==> config.mk <==
export PLATFORM = sky130hd
export DESIGN_NAME = sync_fifo_param
export DESIGN_NICKNAME = d
export VERILOG_FILES = /design/src/rtl/sync_fifo_param.sv
export SDC_FILE = /design/constraint.sdc
export NUM_CORES = 1
export LEC_CHECK = 0
export ABC_AREA = 1
export CAP_MARGIN = 5
export CORE_ASPECT_RATIO = 0.8
export CORE_UTILIZATION = 65
export CTS_CLUSTER_DIAMETER = 100
export DETAILED_ROUTE_END_ITERATION = 12
export PLACE_DENSITY_LB_ADDON = 0.15
export SLEW_MARGIN = 10
export SYNTH_ARGS = -nofsm -noshare
export SYNTH_HDL_FRONTEND = slang
export SYNTH_SLANG_ARGS = --single-unit
==> constraint.sdc <==
create_clock -name clk -period 4.5 [get_ports clk]
set_input_delay 1.125 -clock clk [delete_from_list [all_inputs] [get_ports clk]]
set_output_delay 1.125 -clock clk [all_outputs]
set_load 0.01 [all_outputs]
==> src/rtl/sync_fifo_param.sv <==
// Parametrised single-clock FIFO with FWFT option, programmable thresholds and timed reset-busy.
// Optional FIFO_ERR_FLAGS_EN macro adds registered overflow/underflow pulse outputs.
module sync_fifo_param #(
  parameter int unsigned WIDTH             = 32,
  parameter int unsigned DEPTH             = 16,
  parameter int unsigned FWFT              = 0,
  parameter int unsigned PROG_FULL_THRESH  = 12,
  parameter int unsigned PROG_EMPTY_THRESH = 2,
  parameter int unsigned RST_BUSY_CYCLES   = 4
) (
  input  logic                     clk,
  input  logic                     srst,
  input  logic [WIDTH-1:0]         din,
  input  logic                     wr_en,
  input  logic                     rd_en,
  output logic [WIDTH-1:0]         dout,
  output logic                     full,
  output logic                     empty,
  output logic                     prog_full,
  output logic                     prog_empty,
  output logic [$clog2(DEPTH):0]   data_count,
  output logic                     wr_rst_busy,
  output logic                     rd_rst_busy
`ifdef FIFO_ERR_FLAGS_EN
  ,
  output logic                     overflow,
  output logic                     underflow
`endif
);

  localparam int unsigned AW = $clog2(DEPTH);
  localparam int unsigned CW = AW + 1;
  localparam int unsigned BW = $clog2(RST_BUSY_CYCLES + 1);

  typedef enum logic [0:0] {
    ST_BUSY = 1'b0,
    ST_RUN  = 1'b1
  } state_t;

  logic [WIDTH-1:0] mem [DEPTH];

  state_t           state, state_nxt;
  logic [BW-1:0]    busy_cnt, busy_cnt_nxt;
  logic [AW-1:0]    wr_ptr, wr_ptr_nxt;
  logic [AW-1:0]    rd_ptr, rd_ptr_nxt;
  logic [CW-1:0]    count, count_nxt;
  logic [WIDTH-1:0] dout_nxt;
  logic             wr_acc, rd_acc;
  logic             busy;
`ifdef FIFO_ERR_FLAGS_EN
  logic             overflow_nxt, underflow_nxt;
`endif

  assign busy = (state == ST_BUSY);

  // Next-state: reset-busy sequencing, accepts, pointers, occupancy and next dout.
  always_comb begin
    state_nxt    = state;
    busy_cnt_nxt = busy_cnt;
    wr_acc       = 1'b0;
    rd_acc       = 1'b0;
    wr_ptr_nxt   = wr_ptr;
    rd_ptr_nxt   = rd_ptr;
    count_nxt    = count;
    dout_nxt     = dout;
`ifdef FIFO_ERR_FLAGS_EN
    overflow_nxt  = 1'b0;
    underflow_nxt = 1'b0;
`endif

    case (state)
      ST_BUSY: begin
        if (busy_cnt <= BW'(1)) begin
          state_nxt    = ST_RUN;
          busy_cnt_nxt = '0;
        end else begin
          busy_cnt_nxt = busy_cnt - BW'(1);
        end
      end
      ST_RUN: ;
      default: state_nxt = ST_BUSY;
    endcase

    wr_acc = wr_en && !full && !busy;
    rd_acc = rd_en && !empty && !busy;

    if (wr_acc) wr_ptr_nxt = wr_ptr + AW'(1);
    if (rd_acc) rd_ptr_nxt = rd_ptr + AW'(1);
    count_nxt = count + CW'(wr_acc) - CW'(rd_acc);

    if (FWFT != 0) begin
      // Present the next head; a write landing on it bypasses the array.
      if (wr_acc && (wr_ptr == rd_ptr_nxt)) dout_nxt = din;
      else                                  dout_nxt = mem[rd_ptr_nxt];
    end else if (rd_acc) begin
      dout_nxt = mem[rd_ptr];
    end

`ifdef FIFO_ERR_FLAGS_EN
    overflow_nxt  = wr_en && full && !busy;
    underflow_nxt = rd_en && empty && !busy;
`endif
  end

  // Control and flag registers; every flag derives from next-count on the same edge.
  always_ff @(posedge clk or posedge srst) begin
    if (srst) begin
      state       <= ST_BUSY;
      busy_cnt    <= BW'(RST_BUSY_CYCLES);
      wr_ptr      <= '0;
      rd_ptr      <= '0;
      count       <= '0;
      dout        <= '0;
      full        <= 1'b1;
      empty       <= 1'b1;
      prog_full   <= 1'b0;
      prog_empty  <= 1'b1;
      data_count  <= '0;
      wr_rst_busy <= 1'b1;
      rd_rst_busy <= 1'b1;
`ifdef FIFO_ERR_FLAGS_EN
      overflow    <= 1'b0;
      underflow   <= 1'b0;
`endif
    end else begin
      state       <= state_nxt;
      busy_cnt    <= busy_cnt_nxt;
      wr_ptr      <= wr_ptr_nxt;
      rd_ptr      <= rd_ptr_nxt;
      count       <= count_nxt;
      dout        <= dout_nxt;
      full        <= (state_nxt == ST_BUSY) || (count_nxt == CW'(DEPTH));
      empty       <= (count_nxt == '0);
      prog_full   <= (count_nxt >= CW'(PROG_FULL_THRESH));
      prog_empty  <= (count_nxt <= CW'(PROG_EMPTY_THRESH));
      data_count  <= count_nxt;
      wr_rst_busy <= (state_nxt == ST_BUSY);
      rd_rst_busy <= (state_nxt == ST_BUSY);
`ifdef FIFO_ERR_FLAGS_EN
      overflow    <= overflow_nxt;
      underflow   <= underflow_nxt;
`endif
    end
  end

  // Storage array is not reset; queued data is discarded via the pointers.
  always_ff @(posedge clk) begin
    if (wr_acc) mem[wr_ptr] <= din;
  end

endmodule

# Yosys cells after proc, flatten, opt, wreduce, memory -nomap -nowiden
# Memory sizes are Yosys's and may differ from the RTL's. A register that Yosys moved wholly into a read port is not among the register bits.
# Cells that the tools add are included.
# Widths: inputs -> output; s select.
totals:
  elab_cells: 34
  ram_bits: 512
  ff_bits: 22
  in_bits: 36
  memories: 1
op_classes:
  bitwise: 1
  n_lt_le_gt_ge: 3
  n_reduce_logical: 8
  muxes: 5
  add_sub_neg: 5
  n_eq_ne: 1
mem_list:
  columns: ["name", "words", "width", "rd", "rd_ports_with_merged_regs", "wr", "line_no", "rtl"]
  rows:
  - ["mem", 16, 32, 1, 1, 1, "40", "logic [WIDTH-1:0] mem [DEPTH];"]
ops:
  columns: ["op", "n"]
  rows:
  - ["$add 4x1->4 const B", 2]
  - ["$add 5x1->5", 1]
  - ["$eq 5x5->1 const B", 1]
  - ["$ge 5x4->1 const B", 1]
  - ["$le 5x2->1 const B", 1]
  - ["$logic_not 5->1", 1]
  - ["$sub 5x1->5", 1]
  - ["$logic_and 1x1->1", 4]
  - ["$mux 1", 4]
  - ["$le 3x1->1 const B", 1]
  - ["$mux 3", 1]
  - ["$sub 3x1->3 const B", 1]
  - ["$logic_not 1->1", 2]
  - ["$logic_or 1x1->1", 1]
  - ["$not 1->1", 1]

# Depth between registers and ports, before layout
# Gate-level depths: netlist of run 1.
depth:
  word_depth: 7
  ltp_mapped: 14
  depth_no_buf: 13

# Worst setup path before layout of run 1
# Ideal clock, no wire load.
synth_timing:
  path_kind: "input -> register"
  startpoint: "in wr_en"
  endpoint: "mem mem[11][0] (enable)"
  n_path_buf: 0
  slack_ps: 1122
  stages: 4
  arrival_ps: 2957
  path_cell_list: "nand2_1 -> nor2_2 -> nand2_1 -> nor2_1"
synth_between:
  elab_chain_cells: 4
synth_rtl:
  columns: ["item", "line_no", "rtl"]
  rows:
  - ["from (decl)", "14", "input logic wr_en,"]
  - ["$logic_and 1x1->1 (2 in a row)", "84", "wr_acc = wr_en && !full && !busy;"]
  - ["$mux 1", "148", "if (wr_acc) mem[wr_ptr] <= din;"]
  - ["$mux 1 (implied by the code)", "148", null]
  - ["to (decl)", "40", null]
# No other way between the ends.

# Final worst setup path of run 1
layout_timing:
  startpoint: "in wr_en"
  endpoint: "reg full"
layout_between:
  elab_chain_cells: 6
layout_rtl:
  columns: ["item", "line_no", "rtl"]
  rows:
  - ["$logic_and 1x1->1 (2 in a row)", "84", null]
  - ["$add 5x1->5", "89", "count_nxt = count + CW'(wr_acc) - CW'(rd_acc);"]
  - ["$sub 5x1->5", "89", null]
  - ["via count_nxt[4]", "46", "logic [CW-1:0] count, count_nxt;"]
  - ["$eq 5x5->1", "132", "full <= (state_nxt == ST_BUSY) || (count_nxt == CW'(DEPTH));"]
  - ["$logic_or 1x1->1", "132", null]
  - ["to (signal assigned)", "132", null]
  - ["to (decl)", "17", "output logic full,"]
# The timed path passes the listed nets, and every way through them passes these cells.
# A chain may end at the register's enable or synchronous reset.

==> impl_metrics.env, run 1 <==
export IMPL_outcome="finished clean"
export IMPL_setup_violations=0
export IMPL_final_cell_mix="795 x nand2_1, 512 x edfxtp_1, 348 x nand3_1"
export IMPL_syn_inst=1928
export IMPL_die_w_um=211.4
export IMPL_total_power_mw=16.68
export IMPL_grt_setup_unrepaired="no"
export IMPL_numPortBuffers=78
export IMPL_yosys_register_bits=566
export IMPL_synth_area_leaders="edfxtp_1 67%, nand2_1 13%, nand3_1 7.6%, dfrtp_1 5.4%, buf_2 1.3%"
export IMPL_rows=60
export IMPL_grt_ovfl_total=0
export IMPL_grtUsageMet2=0.4622
export IMPL_crit_path_frequent_cell="nand2_1"
export IMPL_dpl_cell_area_um2=24040
export IMPL_slew_violations=0
export IMPL_ys_warn_count=0
export IMPL_core_um2=34080
export IMPL_grt_pass1_vias=14460
export IMPL_synth_distinct_cells=26
export IMPL_relSlewSlack=0.2919
export IMPL_clk_pin_slew_ps=60
export IMPL_p_per_area_nw_per_um2=651.4
export IMPL_slowest_delay_ps=460
export IMPL_place_gp_congestion=0.8694
export IMPL_pre_cts_ws_ps=932.9
export IMPL_grt_max_degree=196
export IMPL_nFillCells=2198
export IMPL_synth_seq_area_share=0.7340
export IMPL_total_leakage_power_nw=9.647
export IMPL_setup_ws_ps=1497
export IMPL_fmax_ghz=0.3330
export IMPL_hold_violations=0
export IMPL_die_area_um2=35830
export IMPL_cp_max_fo=9
export IMPL_drv_cap=0
export IMPL_syn_nets=1977
export IMPL_htreeDepth=2
export IMPL_nets=2039
export IMPL_cts_setup_buffers=0
export IMPL_vias=14960
export IMPL_irDropWorstVdd_mv=0.5369
export IMPL_finalInstanceArea_um2=25600
export IMPL_hold_buffers=0
export IMPL_slowest_stage="clkdlybuf4s50_1"
export IMPL_top_usage_layer="met1"
export IMPL_yosys_area_top_type_share=0.6745
export IMPL_final_common_cell="nand2_1"
export IMPL_crit_chain="clkdlybuf4s50_1 > nand2_1 > nor2_2 > buf_4 > inv_1 > ha_1 > inv_1 > ha_1 > fa_1 > nand3_1 > nand3_1 > nand2_1 > nand2_1 > o21ai_0"
export IMPL_fin_cells=2494
export IMPL_critPathKind="primary input to register"
export IMPL_syn_area_per_cell_um2=11.82
export IMPL_post_cts_resized=0
export IMPL_start_util=0.6688
export IMPL_critPathArrivalTime_ps=3480
export IMPL_post_drt_wl_per_cell_um=21.93
export IMPL_diodes=0
export IMPL_dpl_hpwl_mm=32.01
export IMPL_drtPass1Iterations=7
export IMPL_viasPerCell=5.996
export IMPL_worstPathRequired_ps=4980
export IMPL_utilization=0.7512
export IMPL_cts_sinks=566
export IMPL_drt_initial_drc_count=1690
export IMPL_cts_tree="done"
export IMPL_num_io_pins=79
export IMPL_period_needed_ps=3003
export IMPL_grt_pass1_wl_mm=83.12
export IMPL_root_buffer="clkbuf_16"
export IMPL_ant_nets=0
export IMPL_dp_cells=2401
export IMPL_syn_to_final_growth_pct=12.32
export IMPL_cp_start_kind="primary input"
export IMPL_die_h_um=169.5
export IMPL_yosys_area_top_type="edfxtp_1"
export IMPL_tns_ps=0
export IMPL_clock_latency_ps=570
export IMPL_timing_final_crit_share=0.6673
export IMPL_holdWs_ps=482.8
export IMPL_skew_ps=21.91
export IMPL_use_met3=0.08124
export IMPL_tightest_slew_ps=1061
export IMPL_drc_errors=0
export IMPL_wirelength_mm=54.70
export IMPL_use_met1=0.4643
export IMPL_cts_buffers=52
export IMPL_antenna_found_initial=0
export IMPL_synth_area_um2=22800
export IMPL_end_kind="register"
export IMPL_drive_above_1_share=0.06654
export IMPL_clockBufferDepth=3
export IMPL_hp_class="register to register"
export IMPL_track_usage=0.3147
-- worst max-delay path, delay by kind of cell --
family / cells / cell delay [ps]
adder cells (fa/ha/maj): 3 / 910
buffers and inverters: 4 / 740
AND/OR/NAND/NOR: 6 / 550
AO/OA/AOI/OAI: 1 / 160
-- cell type report --
class / count / area, um2 / share of cell area
clock buffers: 73 / 1421 / 0.05551
clock inverters: 20 / 137.6 / 0.005376
inverters: 27 / 107.6 / 0.004203
multi-input cells: 1225 / 5396 / 0.2108
flip-flops and latches: 566 / 16740 / 0.6538
well taps: 465 / 581.8 / 0.02272
repair buffers: 118 / 1219 / 0.04760
-- power by group --
part | internal [mW] | total, mW | switching (mW)
Clock | 2.30 | 4.12 | 1.82
Combinational | 1.76 | 5.69 | 3.92
Sequential | 6.46 | 6.87 | 0.409
-- final timing paths --
path	endpoint	from	cells past startpoint	slack, ps
max in group asynchronous	full	srst	3	2540
worst min register to register	dout[4]	dout[4]	2	480
min in group asynchronous	dout[7]	srst	2	1040
worst min-delay path	dout[4]	dout[4]	2	480
worst max-delay path	full	wr_en	14	1500
worst max register to register	dout[20]	rd_ptr[0]	8	1550
-- cell usage after synthesis, drive strengths merged --
cell    instances
a21oi          30
nor2           19
buf           101
nor3b           2
dfrtp          49
o22ai           1
xor2            7
dfstp           5
nor3            1
o21bai          2
inv            27
ha             12
nand4           1
xnor2           1
o21ai           5
fa              1
clkbuf          9
nand2         795
nand3         348
edfxtp        512
-- sequential cells by signal, indices dropped and copies added (netlist names) --
register / cells
rd_rst_busy: 1
mem: 512
count: 5
full: 1
rd_ptr: 4
prog_empty: 1
busy_cnt: 3
empty: 1
wr_ptr: 4
prog_full: 1
dout: 32
state: 1
-- kinds of logic after synthesis --
family / Yosys count / synth area share
DFF: 566 / 0.7340
xor gates and xnor gates: 8 / 0.003074
and+or+nand+nor: 1166 / 0.2120
buffers and inverters: 137 / 0.03480
AOI/OAI and AO/OA: 38 / 0.008617
adders and majority gates: 13 / 0.007465
-- metal layers --
| layer | wire length (um) | part of all wire |
|---|---|---|
| met3 | 6999 | 0.13 |
| met1 | 21950 | 0.40 |
| met4 | 1417 | 0.026 |
| met5 | 0 | 0 |
| met2 | 24340 | 0.44 |
(Power assumes the default switching activity.)
==> run 2: changes to the inputs <==
Settings changed: CORE_UTILIZATION 65 to 61.
Clock period 4.5 ns to 3.1 ns, I/O delays scaled along.
==> impl_metrics.env, run 2 (synthesis gave the netlist of run 1 again) <==
export IMPL_tns_ps=0
export IMPL_numPortBuffers=78
export IMPL_cp_start_kind="primary input"
export IMPL_num_io_pins=79
export IMPL_vias=14880
export IMPL_post_cts_resized=0
export IMPL_post_drt_wl_per_cell_um=21.66
export IMPL_start_util=0.6266
export IMPL_timing_final_crit_share=0.8090
export IMPL_total_power_mw=24.67
export IMPL_drc_errors=0
export IMPL_hold_violations=0
export IMPL_drive_above_1_share=0.07906
export IMPL_pre_cts_ws_ps=17.91
export IMPL_nFillCells=2457
export IMPL_r2r_end="empty"
export IMPL_rows=62
export IMPL_critPathArrivalTime_ps=2990
export IMPL_skew_ps=14.65
export IMPL_end_kind="register"
export IMPL_worstSetupStartpoint="wr_en"
export IMPL_irDropWorstVdd_mv=1.443
export IMPL_diodes=0
export IMPL_outcome="finished clean"
export IMPL_cts_sinks=566
export IMPL_setup_ws_ps=592.1
export IMPL_hold_buffers=0
export IMPL_clock_latency_ps=580
export IMPL_holdPathStages=2
export IMPL_htreeDepth=2
export IMPL_grt_setup_unrepaired="no"
export IMPL_drt_initial_drc_count=2021
export IMPL_largest_reg_flops=512
export IMPL_cts_setup_buffers=0
export IMPL_viasPerCell=5.885
export IMPL_max_flop_register="mem"
export IMPL_clk_pin_slew_ps=60
export IMPL_setup_violations=0
export IMPL_final_common_cell="nand2_1"
export IMPL_grt_pass1_vias=14280
export IMPL_holdWs_ps=478.6
export IMPL_ant_nets=0
export IMPL_grt_ovfl_total=0
export IMPL_track_usage=0.2948
export IMPL_min_from="dout[7]"
export IMPL_slew_violations=0
export IMPL_worstPathRequired_ps=3580
export IMPL_core_um2=36380
export IMPL_grt_max_degree=141
export IMPL_relSlewSlack=0.3829
export IMPL_reg_top3="mem: 512 flops, dout: 32 flops, count: 5 flops"
export IMPL_cts_tree="done"
export IMPL_nets=2056
export IMPL_cp_max_fo=5
export IMPL_die_w_um=218.1
export IMPL_critPathKind="primary input to register"
export IMPL_die_area_um2=38150
export IMPL_final_cell_mix="795 x nand2_1, 512 x edfxtp_1, 348 x nand3_1"
export IMPL_place_gp_congestion=0.8169
export IMPL_syn_to_final_growth_pct=14.00
export IMPL_r2r_cells=11
export IMPL_wirelength_mm=54.77
export IMPL_die_h_um=174.9
export IMPL_drtPass1Iterations=5
export IMPL_r2r_start="state"
export IMPL_drv_cap=0
export IMPL_root_buffer="clkbuf_16"
export IMPL_p_per_area_nw_per_um2=949.5
export IMPL_reg2reg_setup_slack_ps=830
export IMPL_cts_buffers=52
export IMPL_tightest_slew_ps=924.6
export IMPL_min_to="dout[7]"
export IMPL_fmax_ghz=0.3987
export IMPL_total_leakage_power_nw=9.837
export IMPL_clockBufferDepth=3
export IMPL_antenna_found_initial=0
export IMPL_hp_class="register to register"
export IMPL_grt_pass1_wl_mm=83.44
export IMPL_dpl_hpwl_mm=31.14
export IMPL_period_needed_ps=2508
## run 2: cell types whose count changed in the layout (fill, tap and decap cells not counted)
cell and change:
buf_12 +10, clkinv_1 -4, clkinv_2 +3, clkinvlp_4 +1
bufinv_16 +2, buf_4 +7, clkbuf_1 -3, clkbuf_8 +4
## run 2: stage by stage
stage          std cells    util  area, um2
3_3_place_gp        2433  0.6683      24320
5_1_grt             2529  0.7143      25990
6_report            2529  0.7143      25990
2_1_floorplan       1928       -      22800
3_5_place_dp        2433  0.6683      24320
4_1_cts             2529  0.7143      25990
## run 2: routing by layer
metal,wire (um),track usage,part of all wire
met1,22950,0.4467,0.42
met2,24790,0.4426,0.45
met3,5885,0.05744,0.11
met4,1150,0.07605,0.021
met5,0,0.002564,0
## run 2: critical path: stages
cell	delay, ps
clkdlybuf4s50_1	450
nand2_1	60
nor2_2	110
inv_1	60
ha_1	280
inv_1	40
ha_1	200
fa_1	430
nand3_1	110
nand2_1	60
nand2_1	60
nand2_1	120
nor3b_1	240
## run 2: area by class of cell
class,count,area (um2),area share
multi-input combinational,1225,5396,0.2077
inverter,27,107.6,0.004141
clock buffer,74,1465,0.05638
clock inverter,22,205.2,0.007896
timing repair buffer,135,1471,0.05662
sequential,566,16740,0.6442
tap,480,600.6,0.02311
## run 2: worst max path at each step
stage,to,slack [ps],cells past startpoint
floorplan,mem[11][0],70,4
global placement,full,60,13
detailed placement,empty,20,13
CTS,empty,610,13
global route,empty,350,13
finish,empty,590,13
## run 2: power breakdown
| group | leakage [nW] | total [mW] | switching, mW | internal (mW) |
|---|---|---|---|---|
| clock network | 0.823 | 6.30 | 2.69 | 3.61 |
| registers | 5.27 | 9.73 | 0.357 | 9.38 |
| logic | 3.74 | 8.64 | 5.93 | 2.71 |
